`src/rtl/multi_phase_traffic_controller.sv`:
```
// Actuated round-robin traffic controller: NUM_PHASES exclusive phases with min/max
// green, yellow, all-red clearance, latched pedestrian WALK and a night-flash mode.
module multi_phase_traffic_controller #(
    parameter int NUM_PHASES = 2,
    parameter int CLK_DIV    = 50,
    parameter int GREEN_MIN  = 5,
    parameter int GREEN_MAX  = 10,
    parameter int YELLOW_T   = 3,
    parameter int ALLRED_T   = 1,
    parameter int WALK_T     = 4
) (
    input  logic                          clk,
    input  logic                          rst,
    input  logic [NUM_PHASES-1:0]         veh_req,
    input  logic [NUM_PHASES-1:0]         ped_req,
    input  logic                          flash_en,
    output logic [NUM_PHASES-1:0]         green,
    output logic [NUM_PHASES-1:0]         yellow,
    output logic [NUM_PHASES-1:0]         red,
    output logic [NUM_PHASES-1:0]         walk,
    output logic [$clog2(NUM_PHASES)-1:0] phase,
    output logic                          tick
);
    localparam int PW    = $clog2(NUM_PHASES);
    localparam int DW    = $clog2(CLK_DIV);
    // Timer must be able to reach the longest state duration, whichever it is.
    localparam int T_A   = (GREEN_MAX > YELLOW_T) ? GREEN_MAX : YELLOW_T;
    localparam int T_SAT = (T_A > ALLRED_T) ? T_A : ALLRED_T;
    localparam int TW    = $clog2(T_SAT + 1);

    typedef enum logic [1:0] {S_ALL_RED, S_GREEN, S_YELLOW, S_FLASH} state_t;

    state_t                r_state, w_nstate;
    logic [PW-1:0]         r_phase, w_nphase, w_adv;
    logic [TW-1:0]         r_timer, w_ntimer;
    logic [DW-1:0]         r_div;
    logic                  r_tick;
    logic                  r_first, w_nfirst;
    logic                  r_walk_srv, w_nwalk_srv;
    logic                  r_blink, w_nblink;
    logic [NUM_PHASES-1:0] r_ped_pend, w_clr;
    logic [NUM_PHASES-1:0] r_green, r_yellow, r_red, r_walk;
    logic [NUM_PHASES-1:0] w_onehot, w_g, w_y, w_r, w_w;
    logic                  w_demand_other;

    always_ff @(posedge clk or posedge rst) begin
        if (rst) begin
            r_div  <= '0;
            r_tick <= 1'b0;
        end else if (r_div == DW'(CLK_DIV - 1)) begin
            r_div  <= '0;
            r_tick <= 1'b1;
        end else begin
            r_div  <= r_div + 1'b1;
            r_tick <= 1'b0;
        end
    end

    always_comb begin
        w_demand_other = 1'b0;
        for (int i = 0; i < NUM_PHASES; i++)
            if (PW'(i) != r_phase) w_demand_other = w_demand_other | veh_req[i] | r_ped_pend[i];
    end

    assign w_adv = (r_phase == PW'(NUM_PHASES - 1)) ? '0 : r_phase + 1'b1;

    always_comb begin
        w_nstate    = r_state;
        w_nphase    = r_phase;
        w_ntimer    = r_timer;
        w_nfirst    = r_first;
        w_nwalk_srv = r_walk_srv;
        w_nblink    = r_blink;
        w_clr       = '0;
        if (r_tick) begin
            w_ntimer = (r_timer == TW'(T_SAT - 1)) ? r_timer : r_timer + 1'b1;
            if (flash_en && r_state != S_FLASH) begin
                w_nstate = S_FLASH;
                w_nblink = 1'b0;
            end else begin
                case (r_state)
                    S_ALL_RED:
                        if (r_timer >= TW'(ALLRED_T - 1)) begin
                            w_nstate        = S_GREEN;
                            w_nphase        = r_first ? '0 : w_adv;
                            w_nfirst        = 1'b0;
                            w_nwalk_srv     = r_ped_pend[w_nphase];
                            w_clr[w_nphase] = 1'b1;
                        end
                    // Gap-out at GREEN_MIN also covers max-out; without demand green rests.
                    S_GREEN:
                        if (r_timer >= TW'(GREEN_MIN - 1) && w_demand_other) w_nstate = S_YELLOW;
                    S_YELLOW:
                        if (r_timer >= TW'(YELLOW_T - 1)) w_nstate = S_ALL_RED;
                    default:
                        if (flash_en) begin
                            w_nblink = ~r_blink;
                        end else begin
                            w_nstate = S_ALL_RED;
                            w_nphase = '0;
                            w_nfirst = 1'b1;
                            w_nblink = 1'b0;
                        end
                endcase
            end
            if (w_nstate != r_state) w_ntimer = '0;
        end
    end

    // Lamps are decoded from next-state values so they switch on the same edge as the state.
    always_comb begin
        w_onehot           = '0;
        w_onehot[w_nphase] = 1'b1;
        w_g                = '0;
        w_y                = '0;
        w_r                = '1;
        w_w                = '0;
        case (w_nstate)
            S_GREEN: begin
                w_g = w_onehot;
                w_r = ~w_onehot;
                if (w_nwalk_srv && w_ntimer < TW'(WALK_T)) w_w = w_onehot;
            end
            S_YELLOW: begin
                w_y = w_onehot;
                w_r = ~w_onehot;
            end
            S_FLASH: begin
                w_y = {NUM_PHASES{w_nblink}};
                w_r = '0;
            end
            default: ;
        endcase
    end

    always_ff @(posedge clk or posedge rst) begin
        if (rst) begin
            r_state    <= S_ALL_RED;
            r_phase    <= '0;
            r_timer    <= '0;
            r_first    <= 1'b1;
            r_walk_srv <= 1'b0;
            r_blink    <= 1'b0;
            r_ped_pend <= '0;
            r_green    <= '0;
            r_yellow   <= '0;
            r_red      <= '1;
            r_walk     <= '0;
        end else begin
            r_state    <= w_nstate;
            r_phase    <= w_nphase;
            r_timer    <= w_ntimer;
            r_first    <= w_nfirst;
            r_walk_srv <= w_nwalk_srv;
            r_blink    <= w_nblink;
            r_ped_pend <= (r_ped_pend | ped_req) & ~w_clr;
            r_green    <= w_g;
            r_yellow   <= w_y;
            r_red      <= w_r;
            r_walk     <= w_w;
        end
    end

    assign green  = r_green;
    assign yellow = r_yellow;
    assign red    = r_red;
    assign walk   = r_walk;
    assign phase  = r_phase;
    assign tick   = r_tick;
endmodule

```
`config.mk`:
```
export PLATFORM = sky130hd
export DESIGN_NAME = multi_phase_traffic_controller
export DESIGN_NICKNAME = d
export VERILOG_FILES = /design/src/rtl/multi_phase_traffic_controller.sv
export SDC_FILE = /design/constraint.sdc
export NUM_CORES = 1
export LEC_CHECK = 0
export ABC_AREA = 1
export CAP_MARGIN = 5
export CORE_ASPECT_RATIO = 0.9
export CORE_MARGIN = 5
export CORE_UTILIZATION = 55
export DETAILED_ROUTE_END_ITERATION = 7
export PLACE_DENSITY_LB_ADDON = 0.3
export SKIP_LAST_GASP = 1
export SLEW_MARGIN = 0
export SYNTH_ARGS = -nofsm -noshare
export SYNTH_HDL_FRONTEND = slang
export SYNTH_SLANG_ARGS = --single-unit
```
`constraint.sdc`:
```
create_clock -name clk -period 2.4 [get_ports clk]
set_clock_uncertainty 0.1 [all_clocks]
set_input_delay 0.72 -clock clk [delete_from_list [all_inputs] [get_ports clk]]
set_output_delay 0.72 -clock clk [all_outputs]
set_load 0.05 [all_outputs]
```
==> results.json, run 1 <==
{
  "slew_headroom": 0.6468,
  "p_seq_frac": 0.660,
  "drive_gt1_frac": 0.2879,
  "num_rows": 18,
  "clk_latency_ps": 310,
  "top_layer": "met4",
  "io_buffers": 16,
  "hold_violations": 0,
  "r2r_start": "r_state[0]",
  "period_minus_slack_ps": 2311,
  "leakage_nw": 0.8895,
  "dieHeight_um": 59.82,
  "drt-total-wl_um": 2789,
  "clock_path_buffers": 2,
  "fin_ws_ps": 89.17,
  "ys_ff_latch": 27,
  "path_cells": "clkdlybuf4s50_1",
  "synth_top_area_share": 0.3960,
  "hold_depth": 1,
  "antennaDiodeCount": 0,
  "place.gp.congestion": 0.8263,
  "route.met2.wl_um": 1410,
  "synth_edf_count": 0,
  "min-delay-start": "r_walk_srv",
  "cp-start-kind": "register",
  "grt_max_degree": 15,
  "multi_input_area_um2": 720.7,
  "max_stage_delay_ps": 800,
  "synthTopCellsByArea": "dfrtp_1 (40%), ha_1 (9.1%), inv_1 (5.9%)",
  "timing.setup.tns_ps": 0,
  "drv_cap": 0,
  "rr_endpoint": "walk[0]",
  "p_int_mw": 0.5457,
  "fmax_mhz": 432.7,
  "drt-vias-per-instance": 5.110,
  "placed_area_um2": 1764,
  "design.core.area_um2": 2703,
  "grt.total_usage": 0.1635,
  "antenna_found_initial": 0,
  "n_fill_cell": 241,
  "status": "finished clean",
  "area_delta_synth_final_pct": 18.15,
  "crit_arrival_ps": 1490,
  "grt_pass1_vias": 1204,
  "synth_seq_area_share": 0.4480,
  "drc": 0,
  "period_share": 0.9628,
  "wl_met3_um": 71,
  "criticalPathCategory": "reg -> out",
  "cts.sinks": 27,
  "fin_cells": 228,
  "tritoncts": "done",
  "worst_pin_slew_ps": 524.3,
  "async_reset_ff_frac": 1.000,
  "avgSynthCellArea_um2": 8.920,
  "wl_per_cell_um": 12.23,
  "switching_power_mw": 0.1503,
  "worst_path_dominant_cell_family": "buffers and inverters",
  "comb_power_share": 0.066,
  "synth_cell_type_count": 28,
  "path_buf_inv": 1,
  "power_frac_clock": 0.274,
  "h-tree-depth": 1,
  "start_util": 0.5611,
  "fin_hold_ws_ps": 422.7,
  "grt_first_pass_wirelength_um": 4940,
  "num_vias": 1165,
  "syn_area_um2": 1516,
  "ff2ff_setup_slack_ps": 180,
  "drtIter0Drc": 74,
  "path_clk_slew_ps": 140,
  "slew_violations": 0,
  "dpl.hpwl_um": 2317,
  "pre_cts_ws_ps": -217.7,
  "cellPowerDensity_nw_per_um2": 388.4,
  "ant_nets": 0,
  "power.share.switching": 0.2159,
  "rsz0062_at_grt": "false",
  "numCtsBuffers": 3,
  "regArea_um2": 680.7,
  "cts_root_buffer": "clkbuf_4",
  "end_kind": "output pin",
  "cp_slowest_cell": "clkdlybuf4s50_1",
  "final_cell_mix": "inv_1 (24), nand2_1 (24), dfrtp_1 (23)",
  "io_pins": 17,
  "totalPowerFinal_mw": 0.6959,
  "reg2reg_depth": 13,
  "firstDrtPassIters": 4,
  "ys_warn_count": 0,
  "wl_met1_um": 1263,
  "die_w_um": 65.35,
  "utilization": 0.6630,
  "vdd_drop_max_uv": 342.5,
  "die_area_um2": 3909,
  "hold_end": "r_walk_srv",
  "synth_top_area_cell": "dfrtp_1",
  "dp.cells": 224,
  "synth_flop_cell": "dfrtp_1",
  "worstHoldPathType": "reg -> reg",
  "setup_viol": 0,
  "cp_max_fo": 1,
  "gr-total-overflow": 0,
  "required_ps": 1580,
  "fin_area_um2": 1792,
  "syn_inst": 170,
  "nNetsFinal": 217,
  "syn_nets": 188
}
-- power by group through the flow --
stage / Clock, mW / Combinational [mW] / Sequential (mW)
CTS: 0.201 / 0.0469 / 0.459
detailed placement: 0 / 0.0469 / 0.468
finish: 0.191 / 0.0460 / 0.459
global placement: 0 / 0.0453 / 0.468
floorplan: 0 / 0.0225 / 0.467
global route: 0.228 / 0.0512 / 0.460
-- cell families after synthesis --
family                     Yosys count  share of synthesized area
DFF                                 27                     0.4480
adders and majority gates           11                    0.09076
AOI/OAI and AO/OA                   24                    0.09489
and+or+nand+nor                     73                     0.2665
buffers and inverters               31                    0.07674
xor gates and xnor gates             4                    0.02311
-- worst max-delay path by stage --
stage | startpoint | to | slack [ps] | depth (start not counted)
floorplan | veh_req[0] | walk[0] | 350 | 14
global placement | flash_en | walk[0] | -110 | 12
detailed placement | flash_en | walk[0] | -220 | 12
CTS | yellow[0] | yellow[0] | 80 | 1
global route | flash_en | yellow[0] | 1 | 10
finish | green[0] | green[0] | 90 | 1
-- synthesized netlist by cell type, types with 3 or more instances --
library cell  count
dfstp_2           3
dfrtp_1          24
nand3_2           5
or2_2             3
ha_1             11
a21oi_1           8
inv_1            24
nand2_1          24
inv_2             7
nand2_2          10
o21ai_1           5
o21ai_0           6
nand3_1           6
nor2_1           10
nor2_2            5
-- repair_timing --
| action | CTS | global route |
|---|---|---|
| hold buffers | 0 | 0 |
| gates resized for setup | 0 | 1 |
| endpoints found under the hold margin | 0 | 0 |
| setup endpoints to repair | 0 | 1 |
| buffers inserted | 0 | 0 |
-- layer usage --
layer  up-vias  track usage
met5         -            0
li1        589            -
met1       552       0.1974
met2        18       0.2843
met4         0      0.07101
met3         6      0.03383
-- state kept, by name, indices dropped and copies added (netlist names) --
| name | cells |
|---|---|
| r_state | 2 |
| r_first | 1 |
| r_blink | 1 |
| yellow | 2 |
| tick | 1 |
| r_ped_pend | 2 |
| r_walk_srv | 1 |
| phase | 1 |
| red | 2 |
| r_div | 6 |
| r_timer | 4 |
| green | 2 |
| walk | 2 |
-- final cells by class --
cell class              count  share of cell area
multi-input cells         112              0.4022
flip-flops and latches     27              0.3799
repair buffers             24              0.1173
inverters                  31             0.06494
well taps                  30             0.02095
clock buffers               4             0.01466
Power figures use the tool's default switching activity.
==> run 2, diff against run 1 <==
- CORE_ASPECT_RATIO: 0.9 -> 1.4
- CTS_CLUSTER_SIZE: not set -> 40
==> results.json, run 2 (synthesized netlist as in run 1, its figures left out) <==
{
  "status": "finished clean",
  "vdd_drop_max_uv": 362.4,
  "timing.setup.tns_ps": 0,
  "path_buf_inv": 1,
  "place.gp.congestion": 0.8670,
  "design.core.area_um2": 2643,
  "drt-total-wl_um": 2754,
  "num_rows": 22,
  "cts-resized-gates": 0,
  "antenna_found_initial": 0,
  "placed_area_um2": 1764,
  "gr-usage-met3": 0.02464,
  "use_met1": 0.1943,
  "worst_path_dominant_cell_family": "buffers and inverters",
  "grt_first_pass_wirelength_um": 5078,
  "clock_path_buffers": 2,
  "die_w_um": 54.38,
  "grt_pass1_vias": 1253,
  "h-tree-depth": 1,
  "die_area_um2": 3922,
  "worst_pin_slew_ps": 507.5,
  "worstHoldPathType": "reg -> reg",
  "largest_reg_flops": 6,
  "drt-vias-per-instance": 4.961,
  "cp_slowest_cell": "clkdlybuf4s50_1",
  "nNetsFinal": 216,
  "required_ps": 1580,
  "path_clk_slew_ps": 130,
  "top_regs": "r_div (6), r_timer (4)",
  "dpl.hpwl_um": 2264,
  "drtIter0Drc": 21,
  "fin_ws_ps": 106.5,
  "slew_headroom": 0.6581,
  "pre_cts_ws_ps": -168.2,
  "cellPowerDensity_nw_per_um2": 384.6,
  "gr-total-overflow": 0,
  "slew_violations": 0,
  "antennaDiodeCount": 0,
  "cts_hold_buf": 0,
  "firstDrtPassIters": 4,
  "rsz0062_at_grt": "false",
  "drv_cap": 0,
  "end_kind": "output pin",
  "io_buffers": 16,
  "cts_root_buffer": "clkbuf_4",
  "numCtsBuffers": 3,
  "crit_arrival_ps": 1470,
  "fin_hold_ws_ps": 435.5,
  "post_cts_buffers": 0,
  "leakage_nw": 0.8863,
  "num_vias": 1156,
  "io_pins": 17,
  "criticalPathCategory": "reg -> out",
  "grt.total_usage": 0.1700,
  "path_cells": "clkdlybuf4s50_1",
  "fin_area_um2": 1790,
  "cp-start-kind": "register",
  "grt_max_degree": 28,
  "clk_latency_ps": 310,
  "hold_violations": 0,
  "cp_max_fo": 1,
  "start_util": 0.5739,
  "final_cell_mix": "inv_1 (24), nand2_1 (24), dfrtp_1 (24)",
  "wl_per_cell_um": 11.82,
  "regMostFlops": "r_div",
  "totalPowerFinal_mw": 0.6885,
  "cts.sinks": 27,
  "ant_nets": 0,
  "dieHeight_um": 72.13,
  "max_stage_delay_ps": 800,
  "drc": 0,
  "period_minus_slack_ps": 2294,
  "period_share": 0.9556,
  "area_delta_synth_final_pct": 18.07,
  "fmax_mhz": 436.0,
  "top_usage_layer": "met2",
  "use_met2": 0.3209,
  "drive_gt1_frac": 0.2792,
  "setup_viol": 0,
  "tritoncts": "done"
}
run 2: cell count changes in the layout (fill, tap and decap cells not counted), sizes merged:
cell,delta
buf,-1
run 2: layout make-up:
cell class	instances	area, um^2
clock buffer	4	26.28
fill	239	852.1
inverter	31	116.4
multi-input combinational	112	720.7
sequential	27	679.4
tap	36	45.04
timing repair buffer	23	202.7
run 2: layer usage:
layer / vias up / share of wire
met5: - / 0
met4: 0 / 0.0091
met3: 4 / 0.014
met2: 6 / 0.57
met1: 558 / 0.41
li1: 588 / -
run 2: final timing paths:
check,start,end,slack [ps],cells after the start
hold reg to reg,r_div[3],r_div[3],440,1
hold / removal,r_div[3],r_div[3],440,1
setup reg to reg,r_state[0],walk[0],220,16
min in group asynchronous,rst,r_div[4],640,3
max in group asynchronous,rst,r_first,1270,3
setup / recovery,yellow[0],yellow[0],110,1
run 2: where the power goes:
| group | internal [mW] | switching, mW |
|---|---|---|
| registers | 0.458 | 0.00132 |
| clock network | 0.0649 | 0.120 |
| logic | 0.0217 | 0.0231 |
run 2: per-stage QoR:
stage / std cells / util
2_1_floorplan: 170 / -
3_3_place_gp: 229 / 0.6676
3_5_place_dp: 229 / 0.6676
4_1_cts: 233 / 0.6776
5_1_grt: 233 / 0.6776
6_report: 233 / 0.6776
